`src/rtl/sync_tx_pkg.sv`:
```
// Shared types and constants for the sync-header serial frame transmitter.
package sync_tx_pkg;

  typedef enum logic [2:0] {
    IDLE   = 3'd0,
    SYNC   = 3'd1,
    DATA   = 3'd2,
    PARITY = 3'd3,
    GAP    = 3'd4
  } state_t;

  localparam logic [3:0] SYNC_PATTERN = 4'b1101;
  localparam int         SYNC_LEN     = 4;

  // Largest count any state needs; the bit counter is sized from this.
  function automatic int cnt_max(input int payload_w, input int gap_bits);
    int m;
    m = SYNC_LEN;
    if (payload_w > m) m = payload_w;
    if (gap_bits > m) m = gap_bits;
    return m;
  endfunction

endpackage

```
`src/rtl/flex_pts_sr.sv`:
```
// Parallel-to-serial shift register, MSB first, with synchronous load and shift enable.
module flex_pts_sr #(
  parameter int WIDTH = 8
) (
  input  logic             i_clk,
  input  logic             i_rst,
  input  logic             i_load,
  input  logic             i_shift_en,
  input  logic [WIDTH-1:0] i_par,
  output logic             o_ser
);

  logic [WIDTH-1:0] r_data;

  always_ff @(posedge i_clk or posedge i_rst) begin
    if (i_rst) begin
      r_data <= '0;
    end else if (i_load) begin
      r_data <= i_par;
    end else if (i_shift_en) begin
      r_data <= r_data << 1;
    end
  end

  assign o_ser = r_data[WIDTH-1];

endmodule

```
`src/rtl/sync_frame_tx.sv`:
```
// Serial frame transmitter: 1101 sync header, MSB-first payload, even parity, idle gap.
module sync_frame_tx
  import sync_tx_pkg::*;
#(
  parameter int   PAYLOAD_W  = 8,
  parameter int   GAP_BITS   = 2,
  parameter logic IDLE_LEVEL = 1'b0
) (
  input  logic                 clk,
  input  logic                 rst,
  input  logic                 load,
  input  logic [PAYLOAD_W-1:0] payload_in,
  output logic                 ready,
  output logic                 busy,
  output logic                 serial_out,
  output logic                 frame_done,
  output state_t               o_dbg_state
);

  localparam int CNT_MAX = cnt_max(PAYLOAD_W, GAP_BITS);
  localparam int CNT_W   = $clog2(CNT_MAX);
  localparam logic [CNT_W-1:0] SYNC_LAST = CNT_W'(SYNC_LEN - 1);
  localparam logic [CNT_W-1:0] DATA_LAST = CNT_W'(PAYLOAD_W - 1);
  localparam logic [CNT_W-1:0] GAP_LAST  = CNT_W'(GAP_BITS - 1);

  state_t           r_state;
  logic [CNT_W-1:0] r_cnt;
  logic             r_serial;
  logic             r_done;
  logic             r_parity;

  state_t           w_state_nxt;
  logic [CNT_W-1:0] w_cnt_nxt;
  logic             w_serial_nxt;
  logic             w_done_nxt;
  logic             w_parity_nxt;
  logic             w_sr_load;
  logic             w_sr_shift;
  logic             w_sr_msb;
  logic [1:0]       w_sync_idx;

  flex_pts_sr #(.WIDTH(PAYLOAD_W)) u_sr (
    .i_clk      (clk),
    .i_rst      (rst),
    .i_load     (w_sr_load),
    .i_shift_en (w_sr_shift),
    .i_par      (payload_in),
    .o_ser      (w_sr_msb)
  );

  // Bit 3 goes out at the accepting edge, so while in SYNC the counter picks bits 2..0.
  assign w_sync_idx = 2'(SYNC_LEN - 2) - r_cnt[1:0];

  always_ff @(posedge clk or posedge rst) begin
    if (rst) begin
      r_state  <= IDLE;
      r_cnt    <= '0;
      r_serial <= IDLE_LEVEL;
      r_done   <= 1'b0;
      r_parity <= 1'b0;
    end else begin
      r_state  <= w_state_nxt;
      r_cnt    <= w_cnt_nxt;
      r_serial <= w_serial_nxt;
      r_done   <= w_done_nxt;
      r_parity <= w_parity_nxt;
    end
  end

  always_comb begin
    w_state_nxt  = r_state;
    w_cnt_nxt    = r_cnt;
    w_serial_nxt = r_serial;
    w_done_nxt   = 1'b0;
    w_parity_nxt = r_parity;
    w_sr_load    = 1'b0;
    w_sr_shift   = 1'b0;
    case (r_state)
      IDLE: begin
        w_serial_nxt = IDLE_LEVEL;
        if (load) begin
          w_state_nxt  = SYNC;
          w_cnt_nxt    = '0;
          w_serial_nxt = SYNC_PATTERN[SYNC_LEN-1];
          w_sr_load    = 1'b1;
          w_parity_nxt = ^payload_in;
        end
      end
      SYNC: begin
        if (r_cnt == SYNC_LAST) begin
          w_state_nxt  = DATA;
          w_cnt_nxt    = '0;
          w_serial_nxt = w_sr_msb;
          w_sr_shift   = 1'b1;
        end else begin
          w_cnt_nxt    = r_cnt + CNT_W'(1);
          w_serial_nxt = SYNC_PATTERN[w_sync_idx];
        end
      end
      DATA: begin
        if (r_cnt == DATA_LAST) begin
          w_state_nxt  = PARITY;
          w_cnt_nxt    = '0;
          w_serial_nxt = r_parity;
        end else begin
          w_cnt_nxt    = r_cnt + CNT_W'(1);
          w_serial_nxt = w_sr_msb;
          w_sr_shift   = 1'b1;
        end
      end
      PARITY: begin
        w_state_nxt  = GAP;
        w_cnt_nxt    = '0;
        w_serial_nxt = IDLE_LEVEL;
      end
      GAP: begin
        w_serial_nxt = IDLE_LEVEL;
        if (r_cnt == GAP_LAST) begin
          w_state_nxt = IDLE;
          w_cnt_nxt   = '0;
          w_done_nxt  = 1'b1;
        end else begin
          w_cnt_nxt = r_cnt + CNT_W'(1);
        end
      end
      default: begin
        w_state_nxt  = IDLE;
        w_cnt_nxt    = '0;
        w_serial_nxt = IDLE_LEVEL;
      end
    endcase
  end

  assign ready       = (r_state == IDLE);
  assign busy        = ~ready;
  assign serial_out  = r_serial;
  assign frame_done  = r_done;
  assign o_dbg_state = r_state;

endmodule

```
`config.mk`:
```
export PLATFORM = sky130hd
export DESIGN_NAME = sync_frame_tx
export DESIGN_NICKNAME = d
export VERILOG_FILES = /design/src/rtl/sync_tx_pkg.sv /design/src/rtl/flex_pts_sr.sv /design/src/rtl/sync_frame_tx.sv
export SDC_FILE = /design/constraint.sdc
export NUM_CORES = 1
export LEC_CHECK = 0
export CAP_MARGIN = 20
export CORE_UTILIZATION = 47
export DETAILED_ROUTE_END_ITERATION = 16
export MAX_ROUTING_LAYER = met4
export PLACE_DENSITY = 0.74
export SLEW_MARGIN = 10
export SYNTH_ARGS = -nofsm -noshare
export SYNTH_HDL_FRONTEND = slang
export SYNTH_SLANG_ARGS = --single-unit
```
`constraint.sdc`:
```
create_clock -name clk -period 1.59 [get_ports clk]
set_input_delay 0.318 -clock clk [delete_from_list [all_inputs] [get_ports clk]]
set_output_delay 0.318 -clock clk [all_outputs]
set_load 0.02 [all_outputs]
```
# Word-level counts from Yosys, hierarchy flattened
# Cells that the tools add are included.
totals:
  register_bits: 17
  input_bits: 11
  output_inout_bits: 7
  elab_cells: 50
classes:
  add_sub_neg: 2
  n_lt_le_gt_ge: 1
  eq_ne: 11
  n_mux: 24
  n_bitwise: 1
  reduce_logical: 5
ops:
  columns: ["cell", "count"]
  rows:
  - ["$mux 3", 8]
  - ["$mux 8", 2]
  - ["$pmux 3 s5", 1]
  - ["$pmux 3 s4", 1]
  - ["$eq 3x2->1 const B", 3]
  - ["$mux 1", 9]
  - ["$ne 2x2->1 const B", 4]
  - ["$reduce_xor 8->1", 1]
  - ["$eq 3x1->1 const B", 2]
  - ["$eq 3x3->1 const B", 2]
  - ["$reduce_and 4->1", 1]
  - ["$add 3x1->3 const B", 1]
  - ["$logic_not 3->1", 1]
  - ["$lt 2x3->1 const B", 1]
  - ["$pmux 1 s3", 1]
  - ["$bmux 1 s2", 1]
  - ["$pmux 1 s2", 1]
  - ["$reduce_and 2->1", 1]
  - ["$reduce_bool 2->1", 1]
  - ["$sub 2x2->2 const A", 1]
  - ["$not 1->1", 1]

# Logic depth before layout (Yosys ltp)
depth:
  word_depth: 5
  depth_mapped: 6
  ltp_nobuf: 6

# Modules after synthesis
# Synthesis repeated with hierarchy kept, for this count alone.
hier_totals:
  hier_cells: 106
  area_unflattened_um2: 999.7
modules_own_cells:
  columns: ["module", "n_inst", "cells_each", "area_per_inst_um2", "seq_area_each_um2"]
  rows:
  - ["sync_frame_tx", 1, 71, 626.9, 225.2]
  - ["flex_pts_sr", 1, 35, 372.9, 200.2]

# Worst setup path after synthesis
# No wires, ideal clock.
synth_timing:
  path_type: "reg-to-reg"
  from: "register r_state[2], in the netlist o_dbg_state[2]"
  to: "register u_sr.r_data[2]"
  setup_ps: 125
  arrival_ps: 1698
  required_ps: 1465
  setup_slack_ps: -233
  path_stages_with_launch: 6
  n_path_buf: 1
  period_less_slack_ps: 1823
  path_cell_list: "dfrtp_1 -> nor3_4 -> nand2_1 -> buf_6 -> mux2_4 -> mux2_4"
synth_between:
  elab_chain_cells: 3
  word_cells_on_any_way: 7
synth_lines:
  columns: ["item", "line_no", "rtl"]
  rows:
  - ["start, declared", "sync_frame_tx.sv:26", "state_t r_state;"]
  - ["start signal, assigned", "sync_frame_tx.sv:62", "r_state <= w_state_nxt;"]
  - ["$logic_not 3->1 (*)", null, null]
  - ["net ready", "sync_frame_tx.sv:13", "output logic ready,"]
  - ["$mux 1 (*)", "sync_frame_tx.sv:78", "case (r_state)"]
  - ["$mux 8 or $reduce_bool 2->1 (tied branches)", null, null]
  - ["end signal, assigned", "flex_pts_sr.sv:19", "r_data <= i_par;"]
  - ["end signal, assigned", "flex_pts_sr.sv:21", "r_data <= r_data << 1;"]
  - ["end, declared", "flex_pts_sr.sv:13", "logic [WIDTH-1:0] r_data;"]
# Mark *: on every way through the listed nets, which the timed path passes. The rest lies on a longest branch.
# A chain may end at the register's enable or synchronous reset.

# Final worst setup path
layout_timing:
  from: "register r_state[1], in the netlist o_dbg_state[1]"
  to: "register u_sr.r_data[7]"
layout_between:
  elab_chain_cells: 3
  word_cells_on_any_way: 7
layout_lines:
  columns: ["item", "line_no"]
  rows:
  - ["$eq 3x2->1, or another cell as far along", "sync_frame_tx.sv:78"]
  - ["$pmux 1 s2 or $mux 1 (tied branches)", "sync_frame_tx.sv:78"]
  - ["$reduce_bool 2->1 (no source line) or $mux 8 (tied branches)", null]
# Several ways; a longest one is shown, not always the timed one.

==> results by group <==
Place
  • Placed inst area: 0.00147 mm2
  • HPWL after DPL: 1790 um
  • IO Port Bufs: 17
  • Cells after DPL: 157
  • Pre-CTS setup slack: -0.268 ns
  • RePlAce Congestion: 0.830

Detailed routing
  • ANT nets after route: 0
  • DR vias: 862
  • DR DRC count: 0
  • DRT iter0 DRCs: 5
  • Routed WL: 2450 um
  • DR WL/cell: 14.7 um
  • Initial DRT Pass Iterations: 4
  • Vias per cell: 5.19

Timing
  • Fin crit share: 102%
  • Hold Violations, Final: 0
  • Hold WS: 0.338 ns
  • Final number of max-transition violations: 0
  • Worst slew margin: 77.1%
  • Max Fclk: 0.618 GHz
  • Worst slew pin tran: 0.344 ns
  • Worst setup margin: -0.0271 ns
  • Layout Skew: 0.00444 ns
  • Final min period: 1.62 ns
  • RSZ-0062 raised after global routing: true
  • # setup viols final: 6

Global routing
  • Largest net degree at the start of global routing: 18
  • First-pass GRT wire length: 3970 um
  • Initial antenna violation count: 0
  • Vias in the first global route: 825
  • Global Route Usage Sum: 21.3%
  • GRT Residual Overflow: 0

Critical path
  • Worst setup SP type: flip-flop
  • CP max-delay cell: dfrtp_2
  • Worst-path cell chain: nor3_4 > buf_6 > nand2_8 > mux2_4 > mux2_4
  • Worst path arrival time: 1.79 ns
  • CP top delay family: multiplexers
  • CP max stage delay: 0.46 ns
  • Buffers & Inverters on Critical Path: 1
  • Critical path class: flip-flop to flip-flop
  • Worst reg2reg path depth: 5
  • WP data required: 1.77 ns
  • Crit-path max FO: 7
  • Endpoint class of the critical path: flip-flop
  • Most frequent CP cell: mux2_4
  • Critical path depth: 5

Final layout
  • FILL cells: 173
  • Area Growth Syn to Fin: 37.3%
  • Post-route cell area: 0.00157 mm2
  • Layout cell share with drive strength beyond 1: 37.0%
  • Most frequent cells in the layout: dfrtp_1 (15), buf_4 (15), mux2_4 (12)
  • Multi-input gate area: 713 um2
  • Non-Filler Instances: 166
  • N_diodes: 0
  • Reg area: 428 um2
  • NumNets Final: 155

Pwr
  • VDD IR max: 1.15 mV
  • Part of the power in registers: 25.1%
  • Combinational share of power: 67.9%
  • Clock power share: 7.0%
  • Internal power: 2.03 mW
  • Pleak: 0.697 nW
  • Psw: 1.30 mW
  • Switching Fraction: 39.0%
  • Power Density: 2120 mW/mm2

Die
  • Starting Density: 50.7%
  • Core Region: 0.00225 mm2
  • Site row count: 17
  • Die Height: 51.3 um
  • Die W: 51.3 um
  • Die Area: 0.00263 mm2
  • Num ports: 18

CTS
  • CTS Root Cell: clkbuf_4
  • Num CTS Buffers: 3
  • TritonCTS clock tree: built
  • Clock-pin slew of the registers on the worst-case setup and hold paths: 0.10 ns
  • Hold_buf cts: 0
  • Skew-Pair Late Insertion Delay: 0.28 ns
  • CTS H-Tree Depth: 1
  • Clk sinks: 17
  • Max Root-Sink Buffers: 2

Outcome
  • Failing checks: negative setup slack
  • Outcome: complete, but fails checks

Logic synthesis
  • Synth unique cells: 38
  • Seq/Total Area, Yosys: 37.2%
  • Average size of a mapped cell: 11.2 um2
  • Ys flop type: dfrtp_1
  • Flops & latches, synth: 17
  • Top cell type's share of synthesized area: 37.2%
  • Net Count, Synth: 118
  • Cell Area, Synth: 0.00114 mm2
  • Mapped Cells: 102
  • Ys async rst share: 100%
  • Area contributors post-synth: dfrtp_1 (37%), mux2_4 (14%), ha_1 (5.5%)
  • Leading area contributor after synthesis: dfrtp_1
  • EDFF count, synth: 0
  • Yosys warns: 0

Hold path
  • Worst min path class: input port to asynchronous set/reset pin

Flow run
  • MaxCap Viol Count: 0
## final timing paths
kind / start / endpoint / slack, ns
setup reg to reg: o_dbg_state[1] / u_sr.r_data[7] / -0.03
hold / removal: rst / o_dbg_state[0] / 0.34
max in group asynchronous: rst / o_dbg_state[1] / 1.04
hold reg to reg: r_parity / r_parity / 0.52
setup / recovery: o_dbg_state[1] / u_sr.r_data[7] / -0.03
min in group clk: r_parity / r_parity / 0.52
## metal layers
layer	vias to the layer above	track usage, %	part of all wire (%)
li1	427	-	-
met1	414	29.0	47
met2	19	32.7	49
met3	2	3.27	3.6
met4	0	6.76	0.53
met5	-	-	0
## area by class of cell
| cell class | instances | share of cell area, % |
|---|---|---|
| inverter | 8 | 1.91 |
| multi-input combinational | 73 | 45.4 |
| sequential | 17 | 27.3 |
| tap | 28 | 2.23 |
| clock buffer | 4 | 1.67 |
| timing repair buffer | 36 | 21.5 |
## cells by family (layout without fill, tap and decap cells)
group | Yosys count | after routing | synth area share [%]
simple gates | 29 | 29 | 14.9
compound gates | 17 | 17 | 13.0
flops | 17 | 17 | 37.2
mux | 14 | 14 | 17.2
buf+inv | 12 | 48 | 5.47
xor+xnor | 8 | 8 | 6.78
fa+ha+maj | 5 | 5 | 5.47
## worst min-delay path: cells and delay by family
kind     cells  cell delay (ns)
buf+inv      3             0.69
## synthesized netlist by cell type (2+ instances only)
library cell	n
dfrtp_1	17
mux2_4	11
inv_1	7
xnor2_1	7
nor2_1	6
ha_1	5
nand2_1	5
a21oi_1	4
nand2b_1	3
o21ai_1	3
buf_2	2
buf_6	2
mux2i_1	2
nor2b_1	2
nor3_1	2
or3_1	2
## sequential cells by signal, indices dropped and copies added (netlist names)
signal,count
frame_done,1
o_dbg_state,3
r_cnt,3
r_parity,1
serial_out,1
u_sr.r_data,8
## power by group through the flow
stage	clock, mW	combinational (mW)	sequential, mW
after detailed placement	0	2.06	0.829
final	0.233	2.26	0.836
after CTS	0.239	2.05	0.827
after global placement	0	2.01	0.822
after global routing	0.262	2.43	0.863
after floorplan	0	1.33	0.887
## through the flow
stage | TNS [ns] | total power [mW] | util (%)
floorplan | -0.831 | 2.22 | -
global route | -0.527 | 3.56 | 69.6
global placement | -1.63 | 2.83 | 65.0
CTS | -0.442 | 3.11 | 66.3
finish | -0.105 | 3.32 | 69.6
detailed placement | -1.94 | 2.89 | 65.0
## timing repair
| item | 4_1_cts | 5_1_grt |
|---|---|---|
| gates resized for setup | 10 | 17 |
| pin swaps | 2 | 4 |
| setup buffers | 1 | 4 |
| endpoints found under the setup margin | 12 | 12 |
(Power assumes the default switching activity.)
